--- src/rtl/midi_pkg.sv ---
// Shared MIDI constants and the transmitter state encoding.
package midi_pkg;

    localparam logic [7:0] MIDI_ACTIVE_SENSE = 8'hFE;
    localparam int         MIDI_DATA_BITS    = 8;

    typedef enum logic [1:0] {
        IDLE,
        START,
        DATA,
        STOP
    } tx_state_t;

endpackage

--- src/rtl/midi_tx_fifo.sv ---
// Synchronous first-word-fall-through byte FIFO with full/empty flags and a fill level.
module midi_tx_fifo #(
    parameter int DEPTH_LOG2 = 4
) (
    input  logic                                 pll_clk_in,
    input  logic                                 rst,
    input  logic [midi_pkg::MIDI_DATA_BITS-1:0]  wr_data,
    input  logic                                 wr_en,
    input  logic                                 rd_en,
    output logic [midi_pkg::MIDI_DATA_BITS-1:0]  rd_data,
    output logic                                 full,
    output logic                                 empty,
    output logic [DEPTH_LOG2:0]                  level
);
    import midi_pkg::*;

    localparam int                  DEPTH      = 1 << DEPTH_LOG2;
    localparam logic [DEPTH_LOG2:0] FULL_LEVEL = (DEPTH_LOG2 + 1)'(DEPTH);

    logic [MIDI_DATA_BITS-1:0] mem [DEPTH];
    logic [DEPTH_LOG2-1:0]     wr_ptr;
    logic [DEPTH_LOG2-1:0]     rd_ptr;
    logic [DEPTH_LOG2:0]       count;
    logic                      wr_ok;
    logic                      rd_ok;

    assign wr_ok   = wr_en && !full;
    assign rd_ok   = rd_en && !empty;
    assign full    = (count == FULL_LEVEL);
    assign empty   = (count == '0);
    assign level   = count;
    assign rd_data = mem[rd_ptr];

    // NOTE: state registers use non-blocking assignments so every flop samples pre-edge values.
    always_ff @(posedge pll_clk_in) begin
        if (rst) begin
            wr_ptr <= '0;
            rd_ptr <= '0;
            count  <= '0;
        end else begin
            if (wr_ok) wr_ptr <= wr_ptr + 1'b1;
            if (rd_ok) rd_ptr <= rd_ptr + 1'b1;
            case ({wr_ok, rd_ok})
                2'b10:   count <= count + 1'b1;
                2'b01:   count <= count - 1'b1;
                default: count <= count;
            endcase
        end
    end

    // NOTE: storage is deliberately not reset; pointers and count alone define which entries are valid.
    always_ff @(posedge pll_clk_in) begin
        if (wr_ok) mem[wr_ptr] <= wr_data;
    end

endmodule

--- src/rtl/midi_uart_tx.sv ---
// MIDI OUT serialiser: FIFO-buffered 8N1 frames, one bit per synced midi_clock rise.
// Define MIDI_TX_ACTIVE_SENSE_EN to insert 0xFE Active Sensing when the line has been quiet.
module midi_uart_tx #(
    parameter int FIFO_DEPTH_LOG2 = 4
) (
    input  logic                     pll_clk_in,
    input  logic                     rst,
    input  logic                     midi_clock,
    input  logic                     keep_alive,
    input  logic                     midi_rst,
    input  logic [7:0]               s_data,
    input  logic                     s_valid,
    output logic                     s_ready,
    output logic                     tx_out,
    output logic                     busy,
    output logic [FIFO_DEPTH_LOG2:0] fifo_level,
    output logic                     sense_sent
);
    import midi_pkg::*;

    localparam logic [2:0] BIT_LAST = 3'(MIDI_DATA_BITS - 1);

    logic       mc_s1, mc_s2, mc_d, tick;
    logic       mr_s1, mr_s2, rst_int;
    logic       fifo_wr, fifo_full, fifo_empty;
    logic [7:0] fifo_data;
    logic       load_slot, load_fifo, load_sense;
    tx_state_t  state;
    logic [7:0] shreg;
    logic [2:0] bit_cnt;

    // Clock-bus inputs are asynchronous: two sync stages, then a registered rising-edge detect.
    always_ff @(posedge pll_clk_in) begin
        if (rst) begin
            mc_s1 <= 1'b0;
            mc_s2 <= 1'b0;
            mc_d  <= 1'b0;
            tick  <= 1'b0;
            mr_s1 <= 1'b0;
            mr_s2 <= 1'b0;
        end else begin
            mc_s1 <= midi_clock;
            mc_s2 <= mc_s1;
            mc_d  <= mc_s2;
            tick  <= mc_s2 & ~mc_d;
            mr_s1 <= midi_rst;
            mr_s2 <= mr_s1;
        end
    end

    assign rst_int = rst | mr_s2;
    assign s_ready = !fifo_full && !rst_int;
    assign fifo_wr = s_valid && s_ready;

    midi_tx_fifo #(
        .DEPTH_LOG2 (FIFO_DEPTH_LOG2)
    ) u_fifo (
        .pll_clk_in (pll_clk_in),
        .rst        (rst_int),
        .wr_data    (s_data),
        .wr_en      (fifo_wr),
        .rd_en      (load_fifo),
        .rd_data    (fifo_data),
        .full       (fifo_full),
        .empty      (fifo_empty),
        .level      (fifo_level)
    );

    // A new frame may only start at a byte boundary: from IDLE or at the end of a stop bit.
    assign load_slot = tick && (state == IDLE || state == STOP);
    assign load_fifo = load_slot && !fifo_empty;
    assign busy      = (state != IDLE) || !fifo_empty;

`ifdef MIDI_TX_ACTIVE_SENSE_EN
    logic ka_s1, ka_s2, ka_d, ka_pulse;
    logic activity, sense_pending;

    always_ff @(posedge pll_clk_in) begin
        if (rst) begin
            ka_s1    <= 1'b0;
            ka_s2    <= 1'b0;
            ka_d     <= 1'b0;
            ka_pulse <= 1'b0;
        end else begin
            ka_s1    <= keep_alive;
            ka_s2    <= ka_s1;
            ka_d     <= ka_s2;
            ka_pulse <= ka_s2 & ~ka_d;
        end
    end

    // Later assignments win: a new keep-alive request survives a same-cycle sense load,
    // and a same-cycle data load leaves activity set.
    always_ff @(posedge pll_clk_in) begin
        if (rst_int) begin
            activity      <= 1'b0;
            sense_pending <= 1'b0;
        end else begin
            if (load_sense) sense_pending <= 1'b0;
            if (ka_pulse) begin
                if (!activity) sense_pending <= 1'b1;
                activity <= 1'b0;
            end
            if (load_fifo) activity <= 1'b1;
        end
    end

    assign load_sense = load_slot && fifo_empty && sense_pending;
`else
    logic unused_keep_alive;
    assign unused_keep_alive = keep_alive;
    assign load_sense        = 1'b0;
`endif

    always_ff @(posedge pll_clk_in) begin
        if (rst_int) begin
            state      <= IDLE;
            tx_out     <= 1'b1;
            shreg      <= '0;
            bit_cnt    <= '0;
            sense_sent <= 1'b0;
        end else begin
            sense_sent <= 1'b0;
            if (tick) begin
                case (state)
                    IDLE, STOP: begin
                        if (load_fifo) begin
                            tx_out <= 1'b0;
                            shreg  <= fifo_data;
                            state  <= START;
                        end else if (load_sense) begin
                            tx_out     <= 1'b0;
                            shreg      <= MIDI_ACTIVE_SENSE;
                            state      <= START;
                            sense_sent <= 1'b1;
                        end else begin
                            state <= IDLE;
                        end
                    end
                    START: begin
                        tx_out  <= shreg[0];
                        bit_cnt <= '0;
                        state   <= DATA;
                    end
                    DATA: begin
                        if (bit_cnt == BIT_LAST) begin
                            tx_out <= 1'b1;
                            state  <= STOP;
                        end else begin
                            shreg   <= shreg >> 1;
                            tx_out  <= shreg[1];
                            bit_cnt <= bit_cnt + 3'd1;
                        end
                    end
                    default: state <= IDLE;
                endcase
            end
        end
    end

endmodule

--- config.mk ---
export PLATFORM = sky130hd
export DESIGN_NAME = midi_uart_tx
export DESIGN_NICKNAME = d
export VERILOG_FILES = /design/src/rtl/midi_pkg.sv /design/src/rtl/midi_tx_fifo.sv /design/src/rtl/midi_uart_tx.sv
export SDC_FILE = /design/constraint.sdc
export NUM_CORES = 1
export LEC_CHECK = 0
export BUFFER_PORTS_ARGS = -buffer_cell sky130_fd_sc_hd__buf_2
export CAP_MARGIN = 10
export CORE_ASPECT_RATIO = 2
export CORE_MARGIN = 2
export CORE_UTILIZATION = 55
export CTS_CLUSTER_SIZE = 30
export DETAILED_ROUTE_END_ITERATION = 6
export PLACE_DENSITY = 0.72
export SETUP_SLACK_MARGIN = 0.3
export SYNTH_ARGS = -nofsm -noshare
export SYNTH_HDL_FRONTEND = slang
export SYNTH_SLANG_ARGS = --single-unit
--- constraint.sdc ---
create_clock -name pll_clk_in -period 3.6 [get_ports pll_clk_in]
set_clock_uncertainty 0.1 [all_clocks]
set_input_delay 0.72 -clock pll_clk_in [delete_from_list [all_inputs] [get_ports pll_clk_in]]
set_output_delay 0.72 -clock pll_clk_in [all_outputs]
set_load 0.05 [all_outputs]
# Word-level counts from Yosys, hierarchy flattened
# Memory sizes are Yosys's and may differ from the RTL's. A register that Yosys moved wholly into a read port is not among the register bits.
# Index checks and enable logic that the tools add are counted.
# classes
add_sub_neg	5
eq_ne	10
n_mux	16
bitwise	3
n_reduce_logical	22
# ops
cell	count
$mux W8	2
$pmux W8 S2	1
$pmux W5 S2	1
$add A4 B1 Y4 const B	2
$mux W4	2
$reduce_bool A2 Y1	4
$eq A2 B2 Y1 const B	3
$logic_and A1 B1 Y1	6
$pmux W2 S3	1
$pmux W3 S2	1
$add A5 B1 Y5 const B	1
$eq A5 B5 Y1 const B	1
$logic_not A5 Y1	1
$mux W1	5
$sub A5 B1 Y5 const B	1
$eq A2 B1 Y1 const B	2
$ne A2 B2 Y1 const B	2
$reduce_and A2 Y1	2
$reduce_and A4 Y1	1
$add A3 B1 Y3 const B	1
$eq A3 B3 Y1 const B	1
$logic_not A1 Y1	3
$mux W3	1
$pmux W1 S3	1
9 further kinds	10
# totals
register_bits	33
ram_bits	128
input_bits	14
output_inout_bits	9
word_cells	70
n_memories	1
# mem_list
memory	words	width	read_ports	rd_ports_with_merged_regs	wr	line	text
u_fifo.mem	16	8	1	1	1	midi_tx_fifo.sv:20	logic [MIDI_DATA_BITS-1:0] mem [DEPTH];

# Depth between registers and ports, before layout
# depth
depth_word	7
ltp_mapped	14
mapped_depth_nobuf	11

# Hierarchy
# Synthesis repeated with hierarchy kept, for this count alone.
# hier_totals
hier_cells	438
hier_area_um2	6892.9
# modules_own_cells
module	instances	cells_per_inst	area_per_inst_um2	seq_area_each_um2
midi_tx_fifo	1	330	5891.9	4184.0
midi_uart_tx	1	108	1001.0	400.4

# Least setup slack after synthesis
# OpenSTA, ideal clock, no wires.
# synth_path
path_type	reg-to-reg
start	register u_fifo.count[1], in the netlist u_fifo.level[1]
end	register u_fifo.count[4], in the netlist u_fifo.level[4]
setup_ns	0.132
arrival_ns	3.084
required_ns	3.368
slack_ns	0.284
path_stages_with_launch	15
n_path_buf	3
period_less_slack_ns	3.316
path_cell_list	dfxtp_1 buf_6 or4_4 o211a_1 buf_6 inv_1 ha_1 clkbuf_1 xor2_1 ha_1 a21oi_1 o22ai_1 a222oi_1 or3_1 a21oi_1
# synth_between
elab_chain_cells	7
elab_cells_between_ends	15
classes_between	2 x add/sub; 3 x eq/ne; 1 x mux; 9 x reduce/logical
# synth_lines
item	line	text
from (decl)	midi_tx_fifo.sv:23	logic [DEPTH_LOG2:0] count;
from (signal assigned)	midi_tx_fifo.sv:44	2'b10: count <= count + 1'b1;
from (signal assigned)	midi_tx_fifo.sv:45	2'b01: count <= count - 1'b1;
from (signal assigned)	midi_tx_fifo.sv:46	default: count <= count;
$eq A5 B5 Y1	midi_tx_fifo.sv:29	assign full = (count == FULL_LEVEL);
$logic_not A1 Y1	midi_tx_fifo.sv:27, midi_uart_tx.sv:52	
$logic_and A1 B1 Y1	midi_uart_tx.sv:52	assign s_ready = !fifo_full && !rst_int;
$logic_and A1 B1 Y1	midi_uart_tx.sv:53	assign fifo_wr = s_valid && s_ready;
$logic_and A1 B1 Y1	midi_tx_fifo.sv:27	assign wr_ok = wr_en && !full;
$eq A2 B1 Y1 or $eq A2 B2 Y1 (tied branches)	midi_tx_fifo.sv:43	case ({wr_ok, rd_ok})
$pmux W5 S2 or $reduce_bool A2 Y1 (tied branches)	--	
# Parallel ways exist; a longest one is shown, timed or not.
# A chain may end at the register's enable or synchronous reset.

# Final worst setup path
# layout_path
start	register u_fifo.count[0], in the netlist u_fifo.level[0]
end	register u_fifo.count[4], in the netlist u_fifo.level[4]
# Same word-level chain as after synthesis.

==> results.cfg <==
[clock_network]
path_clk_slew_ns = 0.07
cts_tree = done
cts_htree_levels = 4
root_buffer = clkbuf_16
cts_buffers = 17
clk_latency_ns = 0.43
cts_setup_buffers = 0
clock-sinks = 165
clk_path_buf_depth = 2

[grt]
grt.total_usage_pct = 21.7
grt-ovfl-total = 0
antenna_found_initial = 0
grt_pass1_vias = 3846
grt_start_max_net_pins = 29
grt_pass1_wl_mm = 20.4

[setup_path]
critPathCaptureType = flip-flop
timing.rr.start = u_fifo.level[0]
rr_endpoint = u_fifo.level[4]
cp_data_arrival_time_ns = 3.22
critPathKind = reg2reg
r2r_cells = 11
required_ns = 3.79
cp-start-kind = flip-flop
r2r_slack_ns = 0.57
path_max_fanout = 7

[synthesis]
synthArstFlopShare_pct = 0
synthXorXnorAreaFrac_pct = 1.29
synth_flop_cell = edfxtp_1
synth_top_cell_area_share_pct = 56.5
syn_nets = 463
ys.warnings.count = 0
yosys.area.top_type = edfxtp_1
synth_compound_area_share_pct = 6.02
ys_seq_area_share_pct = 67.4
synth_edf_count = 128
synth_top_family_by_area = multiplexers
synthAdderAreaFrac_pct = 2.39
muxShareOfSynthArea_pct = 11.3
avgSynthCellArea_um2 = 15.6
synth_cells = 436
ys_seq_elements = 165
syn_area_um2 = 6800
synth.top_cells.by_area = edfxtp_1 57%, dfxtp_1 11%, mux4_2 7.6%
synth_cell_type_count = 52
synth_simple_gate_area_share_pct = 8.20

[die]
die_y_um = 161
die_w_um = 82.6
dieArea_um2 = 13300
core_um2 = 12100
rows = 57
ios = 23
start_util_pct = 56.1

[detailed_routing]
routed_via_density = 5.89
drc = 0
ant_nets = 0
vias = 3653
routedWlPerCell_um = 20.9
drt_iter0_markers = 158
wl_mm = 13.0
drt-pass1-iter-count = 4

[layout]
final_util_pct = 62.2
antenna-diode-count = 0
drive_gt1_share_pct = 20.3
syn2layout_area_growth_pct = 10.9
num-nets-final = 487
stdcell_count = 620
final_cell_mix = 128 x edfxtp_1, 38 x nand2_1, 34 x dfxtp_1
final_cell_area_um2 = 7540
layout_commonest_cell = edfxtp_1

[sta]
tns_ns = 0
slew_headroom_pct = 46.0
post-route-min-period_ns = 3.03
worstMarginPinSlew_ns = 0.807
hold_viol_final = 0
finalCritPeriodShare_pct = 84.2
hold_ws_ns = 0.336
drv_slew = 0
setup_viol = 0
rsz0062_at_grt = false
clock.fmax_ghz = 0.330

[hold_path]
min_path_type = reg2reg
worstHoldEndpoint = tick
hold_path_depth = 1
worstHoldStart = mc_d

[power]
pwr_density_cell_nw_per_um2 = 517
vdd_drop_max_uv = 442
power.leakage_nw = 2.49

[place]
gp_congestion = 0.852
place_hpwl_mm = 8.84
port_buffers = 20
placed_area_um2 = 6970
dp_cells = 588

[run_status]
status = finished, final reports clean

[flow_run]
cap_violations = 0
==> stage by stage <==
step	power, mW	setup slack [ns]
2_1_floorplan	2.19	0.324
3_3_place_gp	2.24	0.394
3_5_place_dp	2.24	0.315
4_1_cts	3.93	0.483
5_1_grt	4.02	0.317
6_report	3.90	0.568
==> what timing repair did <==
action,in CTS,in global routing
setup endpoints to repair,0,1
hold buffers,0,0
gates resized for setup,0,1
==> how the worst max path moves through the flow <==
stage                     from               to  slack, ns  cells after the start
2_1_floorplan  u_fifo.level[0]  u_fifo.level[4]       0.32                     13
3_3_place_gp               rst  u_fifo.level[4]       0.39                     12
3_5_place_dp               rst  u_fifo.level[4]       0.31                     12
4_1_cts        u_fifo.level[0]  u_fifo.level[4]       0.48                     11
5_1_grt        u_fifo.level[0]  u_fifo.level[4]       0.32                     11
6_report       u_fifo.level[0]  u_fifo.level[4]       0.57                     11
==> area by class of cell <==
cell class / count / area [µm²]
repair buffers: 30 / 175
fillers: 877 / 4580
flip-flops and latches: 165 / 4590
clock buffers: 17 / 425
clock inverters: 15 / 141
well taps: 147 / 184
multi-input cells: 236 / 1990
inverters: 10 / 37.5
==> cells in the mapped netlist (7+ instances only) <==
library cell	number
a21oi_1	15
a221o_1	7
clkbuf_1	7
dfxtp_1	37
edfxtp_1	128
ha_1	13
inv_1	10
mux2i_1	16
mux4_2	23
nand2_1	38
nand2b_1	9
nand4_1	7
nor2_1	32
nor2b_1	8
xor2_1	7
==> kinds of logic (layout without fill, tap and decap cells) <==
kind of cell | after synthesis | after routing
AND/OR/NAND/NOR | 113 | 113
XOR/XNOR | 10 | 10
multiplexers | 43 | 43
AO/OA/AOI/OAI | 56 | 56
flip-flops | 165 | 165
adder cells (fa/ha/maj) | 13 | 13
other | 1 | 1
buffers and inverters | 35 | 72
==> worst max-delay path: stages (launching register included) <==
cell and delay (ns):
dfxtp_1 0.41, or4_4 0.57, o211a_1 0.24, inv_1 0.08, ha_1 0.30, xor2_1 0.11
ha_1 0.21, a21oi_2 0.16, o22ai_1 0.11, a222oi_1 0.38, or3_1 0.16, a21oi_1 0.06
==> sequential cells by signal, indices dropped and copies added, names as in the netlist, named ones only <==
| register | flops |
|---|---|
| mr_s2 | 1 |
| mc_s1 | 1 |
| u_fifo.mem | 128 |
| mr_s1 | 1 |
| u_fifo.level | 5 |
| shreg | 8 |
| u_fifo.rd_ptr | 4 |
| mc_s2 | 1 |
| tick | 1 |
| tx_out | 1 |
| bit_cnt | 3 |
| u_fifo.wr_ptr | 4 |
| mc_d | 1 |
| state | 2 |
==> power breakdown <==
part	total, mW	internal, mW	switching [mW]
clock network	1.70	0.913	0.791
logic	0.126	0.0393	0.0867
registers	2.07	2.06	0.0111
==> metal layers <==
layer	vias to the layer above	share of wire (%)	track usage, %
met5	-	0	0
met4	0	2.7	9.54
met3	19	3.2	4.69
met2	82	58	38.7
met1	1834	36	23.8
li1	1718	-	-
Note: power is estimated with default switching activity, not from simulation.
